===== src/rtl/gate_arb_pkg.sv =====
// Shared types and constants for the gate_op_arbiter block: opcodes,
// FSM state encoding and a 2:1 mux primitive used to build the gates.
package gate_arb_pkg;

   typedef logic [2:0] opcode_t;

   localparam opcode_t OP_AND  = 3'd0;
   localparam opcode_t OP_NAND = 3'd1;
   localparam opcode_t OP_OR   = 3'd2;
   localparam opcode_t OP_NOR  = 3'd3;
   localparam opcode_t OP_NOT  = 3'd4;

   typedef enum logic [1:0] {
      IDLE = 2'd0,
      EXEC = 2'd1,
      RESP = 2'd2
   } state_t;

   function automatic logic mux2(input logic sel, input logic in0, input logic in1);
      return sel ? in1 : in0;
   endfunction

endpackage


===== src/rtl/gate_unit_mux.sv =====
// Combinational gate unit: every gate and the opcode selector are built
// purely from 2:1 muxes. Opcodes above OP_NOT flag illegal and yield 0.
module gate_unit_mux
   import gate_arb_pkg::*;
(
   input  opcode_t op,
   input  logic    x,
   input  logic    y,
   output logic    result,
   output logic    illegal
);

   logic [7:0] gate;
   logic [3:0] lvl1;
   logic [1:0] lvl2;

   // x acts as the select line; y (or its inverse) or a constant is the data
   assign gate[OP_AND]  = mux2(x, 1'b0, y);
   assign gate[OP_NAND] = mux2(x, 1'b1, ~y);
   assign gate[OP_OR]   = mux2(x, y, 1'b1);
   assign gate[OP_NOR]  = mux2(x, ~y, 1'b0);
   assign gate[OP_NOT]  = mux2(x, 1'b1, 1'b0);
   assign gate[7:5]     = 3'b000;

   genvar gi;
   generate
      for (gi = 0; gi < 4; gi++) begin : g_lvl1
         assign lvl1[gi] = mux2(op[0], gate[2*gi], gate[2*gi+1]);
      end
      for (gi = 0; gi < 2; gi++) begin : g_lvl2
         assign lvl2[gi] = mux2(op[1], lvl1[2*gi], lvl1[2*gi+1]);
      end
   endgenerate

   assign result  = mux2(op[2], lvl2[0], lvl2[1]);
   assign illegal = (op > OP_NOT);

endmodule


===== src/rtl/gate_op_arbiter.sv =====
// Round-robin arbiter sharing one gate_unit_mux among NREQ requesters.
// Optional macro GATE_ARB_ERR_EN drives err for illegal opcodes.
module gate_op_arbiter
   import gate_arb_pkg::*;
#(
   parameter int NREQ = 4,
   parameter int IDW  = 2
) (
   input  logic                 clk,
   input  logic                 rst_n,
   input  logic [NREQ-1:0]      req,
   input  logic [3*NREQ-1:0]    op,
   input  logic [NREQ-1:0]      x,
   input  logic [NREQ-1:0]      y,
   output logic [NREQ-1:0]      gnt,
   output logic [NREQ-1:0]      ack,
   output logic                 res_valid,
   input  logic                 res_ready,
   output logic                 res_data,
   output logic [IDW-1:0]       res_id,
   output logic                 err
);

   state_t          state_reg, state_next;
   logic [IDW-1:0]  rr_ptr_reg, rr_ptr_next;
   logic [IDW-1:0]  idx_reg, idx_next;
   opcode_t         op_reg, op_next;
   logic            x_reg, x_next;
   logic            y_reg, y_next;
   logic [NREQ-1:0] ack_reg, ack_next;
   logic            res_valid_reg, res_valid_next;
   logic            res_data_reg, res_data_next;
   logic [IDW-1:0]  res_id_reg, res_id_next;
   logic            err_reg, err_next;

   logic [NREQ-1:0] hi_mask;
   logic [NREQ-1:0] req_hi;
   logic [IDW-1:0]  sel_idx;
   opcode_t         sel_op;
   logic            sel_x;
   logic            sel_y;
   logic            gate_result;
   logic            gate_illegal;

   // Requesters at or above rr_ptr win first; otherwise wrap to the lowest.
   genvar gi;
   generate
      for (gi = 0; gi < NREQ; gi++) begin : g_sel
         assign hi_mask[gi] = (IDW'(gi) >= rr_ptr_reg);
         assign gnt[gi]     = (state_reg == EXEC) && (idx_reg == IDW'(gi));
      end
   endgenerate

   assign req_hi = req & hi_mask;

   always_comb begin
      sel_idx = '0;
      if (|req_hi) begin
         for (int i = NREQ - 1; i >= 0; i--) begin
            if (req_hi[i]) sel_idx = IDW'(i);
         end
      end else begin
         for (int i = NREQ - 1; i >= 0; i--) begin
            if (req[i]) sel_idx = IDW'(i);
         end
      end
   end

   always_comb begin
      sel_op = OP_AND;
      sel_x  = 1'b0;
      sel_y  = 1'b0;
      for (int i = 0; i < NREQ; i++) begin
         if (sel_idx == IDW'(i)) begin
            sel_op = op[3*i +: 3];
            sel_x  = x[i];
            sel_y  = y[i];
         end
      end
   end

   gate_unit_mux u_gate (
      .op      (op_reg),
      .x       (x_reg),
      .y       (y_reg),
      .result  (gate_result),
      .illegal (gate_illegal)
   );

   always_comb begin
      state_next     = state_reg;
      rr_ptr_next    = rr_ptr_reg;
      idx_next       = idx_reg;
      op_next        = op_reg;
      x_next         = x_reg;
      y_next         = y_reg;
      ack_next       = '0;
      res_valid_next = res_valid_reg;
      res_data_next  = res_data_reg;
      res_id_next    = res_id_reg;
      err_next       = err_reg;

      case (state_reg)
         IDLE: begin
            if (|req) begin
               idx_next   = sel_idx;
               op_next    = sel_op;
               x_next     = sel_x;
               y_next     = sel_y;
               state_next = EXEC;
            end
         end
         EXEC: begin
            res_data_next  = gate_result & ~gate_illegal;
            res_id_next    = idx_reg;
`ifdef GATE_ARB_ERR_EN
            err_next       = gate_illegal;
`else
            err_next       = 1'b0;
`endif
            res_valid_next = 1'b1;
            ack_next       = gnt;
            state_next     = RESP;
         end
         RESP: begin
            if (res_ready) begin
               res_valid_next = 1'b0;
               rr_ptr_next    = (idx_reg == IDW'(NREQ - 1)) ? '0 : idx_reg + IDW'(1);
               state_next     = IDLE;
            end
         end
         default: begin
            state_next = IDLE;
         end
      endcase
   end

   always_ff @(posedge clk or negedge rst_n) begin
      if (!rst_n) begin
         state_reg     <= IDLE;
         rr_ptr_reg    <= '0;
         idx_reg       <= '0;
         op_reg        <= OP_AND;
         x_reg         <= 1'b0;
         y_reg         <= 1'b0;
         ack_reg       <= '0;
         res_valid_reg <= 1'b0;
         res_data_reg  <= 1'b0;
         res_id_reg    <= '0;
         err_reg       <= 1'b0;
      end else begin
         state_reg     <= state_next;
         rr_ptr_reg    <= rr_ptr_next;
         idx_reg       <= idx_next;
         op_reg        <= op_next;
         x_reg         <= x_next;
         y_reg         <= y_next;
         ack_reg       <= ack_next;
         res_valid_reg <= res_valid_next;
         res_data_reg  <= res_data_next;
         res_id_reg    <= res_id_next;
         err_reg       <= err_next;
      end
   end

   assign ack       = ack_reg;
   assign res_valid = res_valid_reg;
   assign res_data  = res_data_reg;
   assign res_id    = res_id_reg;
   assign err       = err_reg;

endmodule


===== config.mk =====
export PLATFORM = sky130hd
export DESIGN_NAME = gate_op_arbiter
export DESIGN_NICKNAME = d
export VERILOG_FILES = /design/src/rtl/gate_arb_pkg.sv /design/src/rtl/gate_unit_mux.sv /design/src/rtl/gate_op_arbiter.sv
export SDC_FILE = /design/constraint.sdc
export NUM_CORES = 1
export LEC_CHECK = 0
export ABC_AREA = 1
export BUFFER_PORTS_ARGS = -buffer_cell sky130_fd_sc_hd__buf_2
export CELL_PAD_IN_SITES_DETAIL_PLACEMENT = 1
export CELL_PAD_IN_SITES_GLOBAL_PLACEMENT = 2
export CORE_AREA = 2 2 70 72
export DETAILED_ROUTE_END_ITERATION = 8
export DIE_AREA = 0 0 72 74
export PLACE_DENSITY_LB_ADDON = 0.1
export SLEW_MARGIN = 20
export SYNTH_ARGS = -nofsm -noshare
export SYNTH_HDL_FRONTEND = slang
export SYNTH_SLANG_ARGS = --single-unit

===== constraint.sdc =====
create_clock -name clk -period 1.5 [get_ports clk]
set_input_delay 0.15 -clock clk [delete_from_list [all_inputs] [get_ports clk]]
set_output_delay 0.15 -clock clk [all_outputs]
set_load 0.05 [all_outputs]

==> results of run 1 <==
-- area by class of cell --
cell class              instances  area, sq um  share of cell area (%)
clock buffers                   4         45.0                    2.72
inverters                      22         87.6                    5.29
multi-input cells             106          658                    39.7
flip-flops and latches         19          478                    28.9
well taps                      54         67.6                    4.08
repair buffers                 49          320                    19.3
-- path summary, 6_finish.rpt --
| check | end | slack [ps] |
|---|---|---|
| min in group asynchronous | rr_ptr_reg[0]$_DFFE_PN0P_ | 360 |
| setup reg to reg | op_reg[0]$_DFFE_PN0P_ | 30 |
| max in group asynchronous | idx_reg[0]$_DFFE_PN0P_ | 820 |
| setup / recovery | op_reg[0]$_DFFE_PN0P_ | 30 |
| hold reg to reg | res_id[0]$_DFFE_PN0P_ | 490 |
| hold / removal | state_reg[1]$_DFFE_PN0P_ | 120 |
-- repair_timing --
action                                  CTS  global route
hold buffers                              1             0
pin swaps                                 0            11
endpoints found under the setup margin    9             9
gates resized for setup                  17            20
endpoints found under the hold margin    19             0
buffers inserted                          0             7
-- layer usage --
| metal | track usage (%) | vias to the layer above | part of all wire [%] |
|---|---|---|---|
| li1 | - | 583 | - |
| met1 | 14.7 | 485 | 48 |
| met2 | 20.2 | 33 | 46 |
| met3 | 1.22 | 2 | 4.3 |
| met4 | 5.66 | 0 | 1.4 |
| met5 | 0 | - | 0 |
-- worst max-delay path, stage by stage, from the launching register on --
cell and delay, ps:
dfrtp_1 400, nor2_2 130, nand2_2 100, nand2_2 80, nor2_2 40, nand2_4 80, nand2_8 70, buf_8 140
o21bai_4 110, nand3_2 90, nand2_2 70, nand2_1 50
-- Yosys cell counts (all sizes together) --
library cell | number | area (sq um)
nand2 | 44 | 203
inv | 21 | 78.8
dfrtp | 19 | 475
nand3 | 13 | 70.1
nor2 | 12 | 47.6
o21ai | 10 | 50.1
nand3b | 5 | 37.5
nand4 | 5 | 31.3
a21oi | 4 | 20.0
buf | 4 | 43.8
ha | 4 | 50.1
o21bai | 4 | 45.0
and2 | 1 | 6.26
clkinv | 1 | 3.75
conb | 1 | 3.75
nor4 | 1 | 6.26
o2111ai | 1 | 8.76
o31ai | 1 | 7.51
-- logic make-up after synthesis --
| kind of cell | after synthesis |
|---|---|
| simple gates | 81 |
| buf+inv | 26 |
| compound gates | 20 |
| flops | 19 |
| fa+ha+maj | 4 |
| other cells | 1 |
-- per-stage QoR --
step	setup WS, ps	instances	total power, uW	hold WS (ps)	TNS (ps)
global route	-86.6	254	3570	126	-320
CTS	-21.8	247	3070	117	-38.2
global placement	31.0	242	2570	107	0
finish	27.6	254	3250	115	0
detailed placement	-41.0	242	2610	115	-117
floorplan	-162	151	2200	-146	-1080
-- power by group --
group | internal [uW] | switching (uW) | total [uW]
combinational | 744 | 1250 | 2000
clock | 188 | 155 | 343
sequential | 741 | 173 | 914
total | 1670 | 1580 | 3250
==> run metrics, run 1 <==
RR Startpoint=rr_ptr_reg[1]$_DFFE_PN0P_; crit path DAT=1610 ps; clk sinks=19; starting density of the core=25.9%; Post-Layout Inst Area=1660 sq um; Synth warnings=0; vias in the first global route=1113; RSZ-0062 raised after global routing=true; fmax=679 MHz; CTS tree=done; Hold Crit Class=input pin to flip-flop; Worst Hold Launch=res_ready; Net Count, Synth=182; HPWL after detailed placement=2370 um; Setup Crit Path Kind=flip-flop to flip-flop; largest net degree at the start of global routing=20; drt wl/cell=11.8 um; CP startpoint=rr_ptr_reg[1]$_DFFE_PN0P_; die span in x=72 um; Antenna Cells=0; Final Util=36.0%; final setup violating endpoints=0; initial antenna violation count=0; Pleak=0.000873 uW; DRT Pass-1 Iters=4; maxcap violations=0; die height=74 um; Cells after Synth=151; #FFs+latches synth=19; most frequent cells in the layout=buf_2, nand2_1, inv_1, dfrtp_1, o21ai_0; GR Util All Layers=11.7%; Die ar.=5330 sq um; Fin. Hold Viols=0; Post-layout nets=232; final wirelength=3000 um; period utilisation layout=98.2%; CTS Root Cell=clkbuf_8; first-pass GRT wire length=4860 um; DR vias/cell=4.34; compound-gate portion of the synthesized area=11.1%; Core Area=4600 sq um; Netlist cell types=25; routability congestion estimate=0.703; WP data required=1640 ps; synthesis-to-layout area growth=39.4%; Final ANT Viol Nets=0; CTS Buffer Depth=2; initial DRC count=26; CP max FO=7; Mapped Area=1190 sq um; main combinational cell family by area after synthesis=simple AND/OR/NAND/NOR gates; H-Tree Level Count=1; Worst-path clk slew=70 ps; GR Overflow Total=0; Worst Skew=1.65 ps; Adder-Cell Fraction of Synth Area=4.21%; most common cell after layout, fill and taps aside=buf_2; Rows=25; final count of pins violating max slew=0; vias=1103; Mean Syn Cell Area=7.87 sq um; post-synthesis mux area share=0%; fin crit period=1470 ps; max reg flops=4; hold depth=2; Synth Area in XOR/XNOR=0%; post-synthesis simple-gate area fraction=33.8%; P per Cell Area=1960 nW/um^2; worst r2r path cells=11; startpoint types=flip-flop; Max IR drop VDD=0.476 mV; port bufs=38; DRC Markers=0; status=complete, no violations; FILL cells=560; CTS Buf Count=3; nature of the critical path endpoint=flip-flop; Worst-Skew Late Latency=250 ps; post-placement cell area=1440 sq um; share of cells above drive strength 1=43.0%; I/O Pins=40; register area share after synthesis=40.0%
Power figures use the tool's default switching activity.
==> run 2: changes to the inputs <==
--- a/config.mk
+++ b/config.mk
@@ -13,6 +13,7 @@
 export DETAILED_ROUTE_END_ITERATION = 8
 export DIE_AREA = 0 0 72 74
 export PLACE_DENSITY_LB_ADDON = 0.1
+export RECOVER_POWER = 50
 export SLEW_MARGIN = 20
 export SYNTH_ARGS = -nofsm -noshare
 export SYNTH_HDL_FRONTEND = slang
==> run 2 against run 1 <==
Non-clock buffer count stayed put. First-iteration DRC count unchanged. Setup slack unchanged. Worst hold slack unchanged. Total power about the same. Critical path type unchanged. Register-to-register slack barely moved. Clock power about the same. Highest routed layer unchanged.
==> run metrics, run 2 (synthesized netlist as in run 1, its figures left out) <==
worst r2r path cells=11 (unchanged); Worst-Margin Slew=1010 ps; CTS tree=done; routability congestion estimate=0.703 (unchanged); I/O Pins=40 (unchanged); final wirelength=3000 um (about the same); period utilisation layout=98.2% (unchanged); WHS=115 ps (unchanged); initial DRC count=26 (unchanged); CP Capture Point=op_reg[0]$_DFFE_PN0P_; max reg flops=4 (unchanged); fin crit period=1470 ps (unchanged); startpoint types=flip-flop; hold depth=2 (unchanged); Core Area=4600 sq um (unchanged); CTS Root Cell=clkbuf_8; Fin. Hold Viols=0 (unchanged); vias in the first global route=1113 (unchanged); maxcap violations=0 (unchanged); first-pass GRT wire length=4860 um (unchanged); DR vias/cell=4.34 (unchanged); GR Util All Layers=11.7% (unchanged); Max IR drop VDD=0.476 mV (about the same); final count of pins violating max slew=0 (unchanged); Rows=25 (unchanged); clk sinks=19 (unchanged); Final Util=36.0% (about the same); DRT Pass-1 Iters=4 (unchanged); reg2reg setup slack=30 ps (about the same); Post-layout nets=232 (unchanged); CP max FO=7 (unchanged); initial antenna violation count=0 (unchanged); CTS Buffer Depth=2 (unchanged); FILL cells=561 (+0.18%); share of cells above drive strength 1=42.5% (-0.50 points); worst reg2reg endpoint=op_reg[0]$_DFFE_PN0P_; final non-filler cell total=254 (unchanged); final setup violating endpoints=0 (unchanged); Worst Skew=1.65 ps (unchanged); most frequent cells in the layout=buf_2, nand2_1, inv_1, dfrtp_1, o21ai_0; largest net degree at the start of global routing=20 (unchanged); area occupied by multi-input gates=658 sq um (unchanged); most common cell after layout, fill and taps aside=buf_2; Setup Crit Path Kind=flip-flop to flip-flop; starting density of the core=25.9% (unchanged); Worst-path clk slew=70 ps (about the same); Hold Crit Class=input pin to flip-flop; sequential cell area=478 sq um (unchanged); RSZ-0062 raised after global routing=true; die height=74 um (unchanged); H-Tree Level Count=1 (unchanged); Rel. slew slack=32.9%; RR Startpoint=rr_ptr_reg[1]$_DFFE_PN0P_; die span in x=72 um (unchanged); Final ANT Viol Nets=0 (unchanged); WP data required=1640 ps (about the same); Antenna Cells=0 (unchanged); HPWL after detailed placement=2370 um (unchanged); drt wl/cell=11.8 um (about the same); port bufs=38 (unchanged); Pleak=0.000870 uW (-0.32%); P per Cell Area=1970 nW/um^2 (about the same); GR Overflow Total=0 (unchanged); synthesis-to-layout area growth=39.3% (about the same); CP startpoint=rr_ptr_reg[1]$_DFFE_PN0P_; vias=1103 (unchanged); CTS Buf Count=3 (unchanged); nature of the critical path endpoint=flip-flop; dpl cells=242 (unchanged); crit path DAT=1610 ps (about the same); status=complete, no violations; Die ar.=5330 sq um (unchanged); fmax=679 MHz (unchanged); DRC Markers=0 (unchanged); Worst-Skew Late Latency=250 ps (about the same)
-- run 2: changes by cell type in the layout (fill, tap and decap cells not counted), sizes merged --
cell	before	now
buf	48	47
clkbuf	4	5
-- run 2: worst min-delay path by stage --
stage	from	to	slack (ps)
after global routing	res_ready	state_reg[1]$_DFFE_PN0P_	130
final	res_ready	state_reg[1]$_DFFE_PN0P_	120
after floorplan	rst_n	ack[0]$_DFF_PN0_	-150
after global placement	rst_n	ack[1]$_DFF_PN0_	110
after detailed placement	rst_n	rr_ptr_reg[0]$_DFFE_PN0P_	110
after CTS	res_ready	state_reg[1]$_DFFE_PN0P_	120
-- run 2: repair_timing --
| action | in CTS | in global routing |
|---|---|---|
| hold buffers | 1 | 0 |
| endpoints found under the hold margin | 19 | 0 |
| resized for setup | 17 | 20 |
| pin swaps | 0 | 11 |
| buffers inserted | 0 | 7 |
| endpoints found under the setup margin | 9 | 9 |
-- run 2: worst max-delay path, stage by stage, from the launching register on --
cell	delay, ps
dfrtp_1	400
nor2_2	130
nand2_2	100
nand2_2	80
nor2_2	40
nand2_4	80
nand2_8	70
buf_8	140
o21bai_4	110
nand3_2	90
nand2_2	70
nand2_1	50
-- run 2: area by class of cell --
type / count / share of cell area, %
Inverter: 22 / 5.29
Tap cell: 54 / 4.08
Clock buffer: 4 / 2.72
Sequential cell: 19 / 28.9
Timing Repair Buffer: 49 / 19.3
Multi-Input combinational cell: 106 / 39.8
-- run 2: per-stage QoR --
step | cell area [sq um] | total power (uW) | worst slack (ps) | setup TNS [ps]
CTS | 1540 | 3070 | -21.8 | -38.2
finish | 1660 | 3250 | 27.6 | 0
global placement | 1440 | 2570 | 31.0 | 0
global route | 1660 | 3570 | -86.6 | -320
floorplan | 1190 | 2200 | -162 | -1080
detailed placement | 1440 | 2610 | -41.0 | -117
-- run 2: report_power, final --
part | switching (uW) | total [uW] | internal, uW | leakage (uW)
combinational | 1250 | 2000 | 744 | 0.000612
sequential | 172 | 913 | 741 | 0.000235
clock | 155 | 343 | 188 | 0.0000228
-- run 2: metal layers --
| layer | vias to the layer above | GRT usage (%) | wire [um] | share of wire [%] |
|---|---|---|---|---|
| met2 | 33 | 20.2 | 1380 | 46 |
| met1 | 485 | 14.7 | 1440 | 48 |
| met5 | - | 0 | 0 | 0 |
| met3 | 2 | 1.22 | 133 | 4.4 |
| met4 | 0 | 5.66 | 42 | 1.4 |
| li1 | 583 | - | - | - |
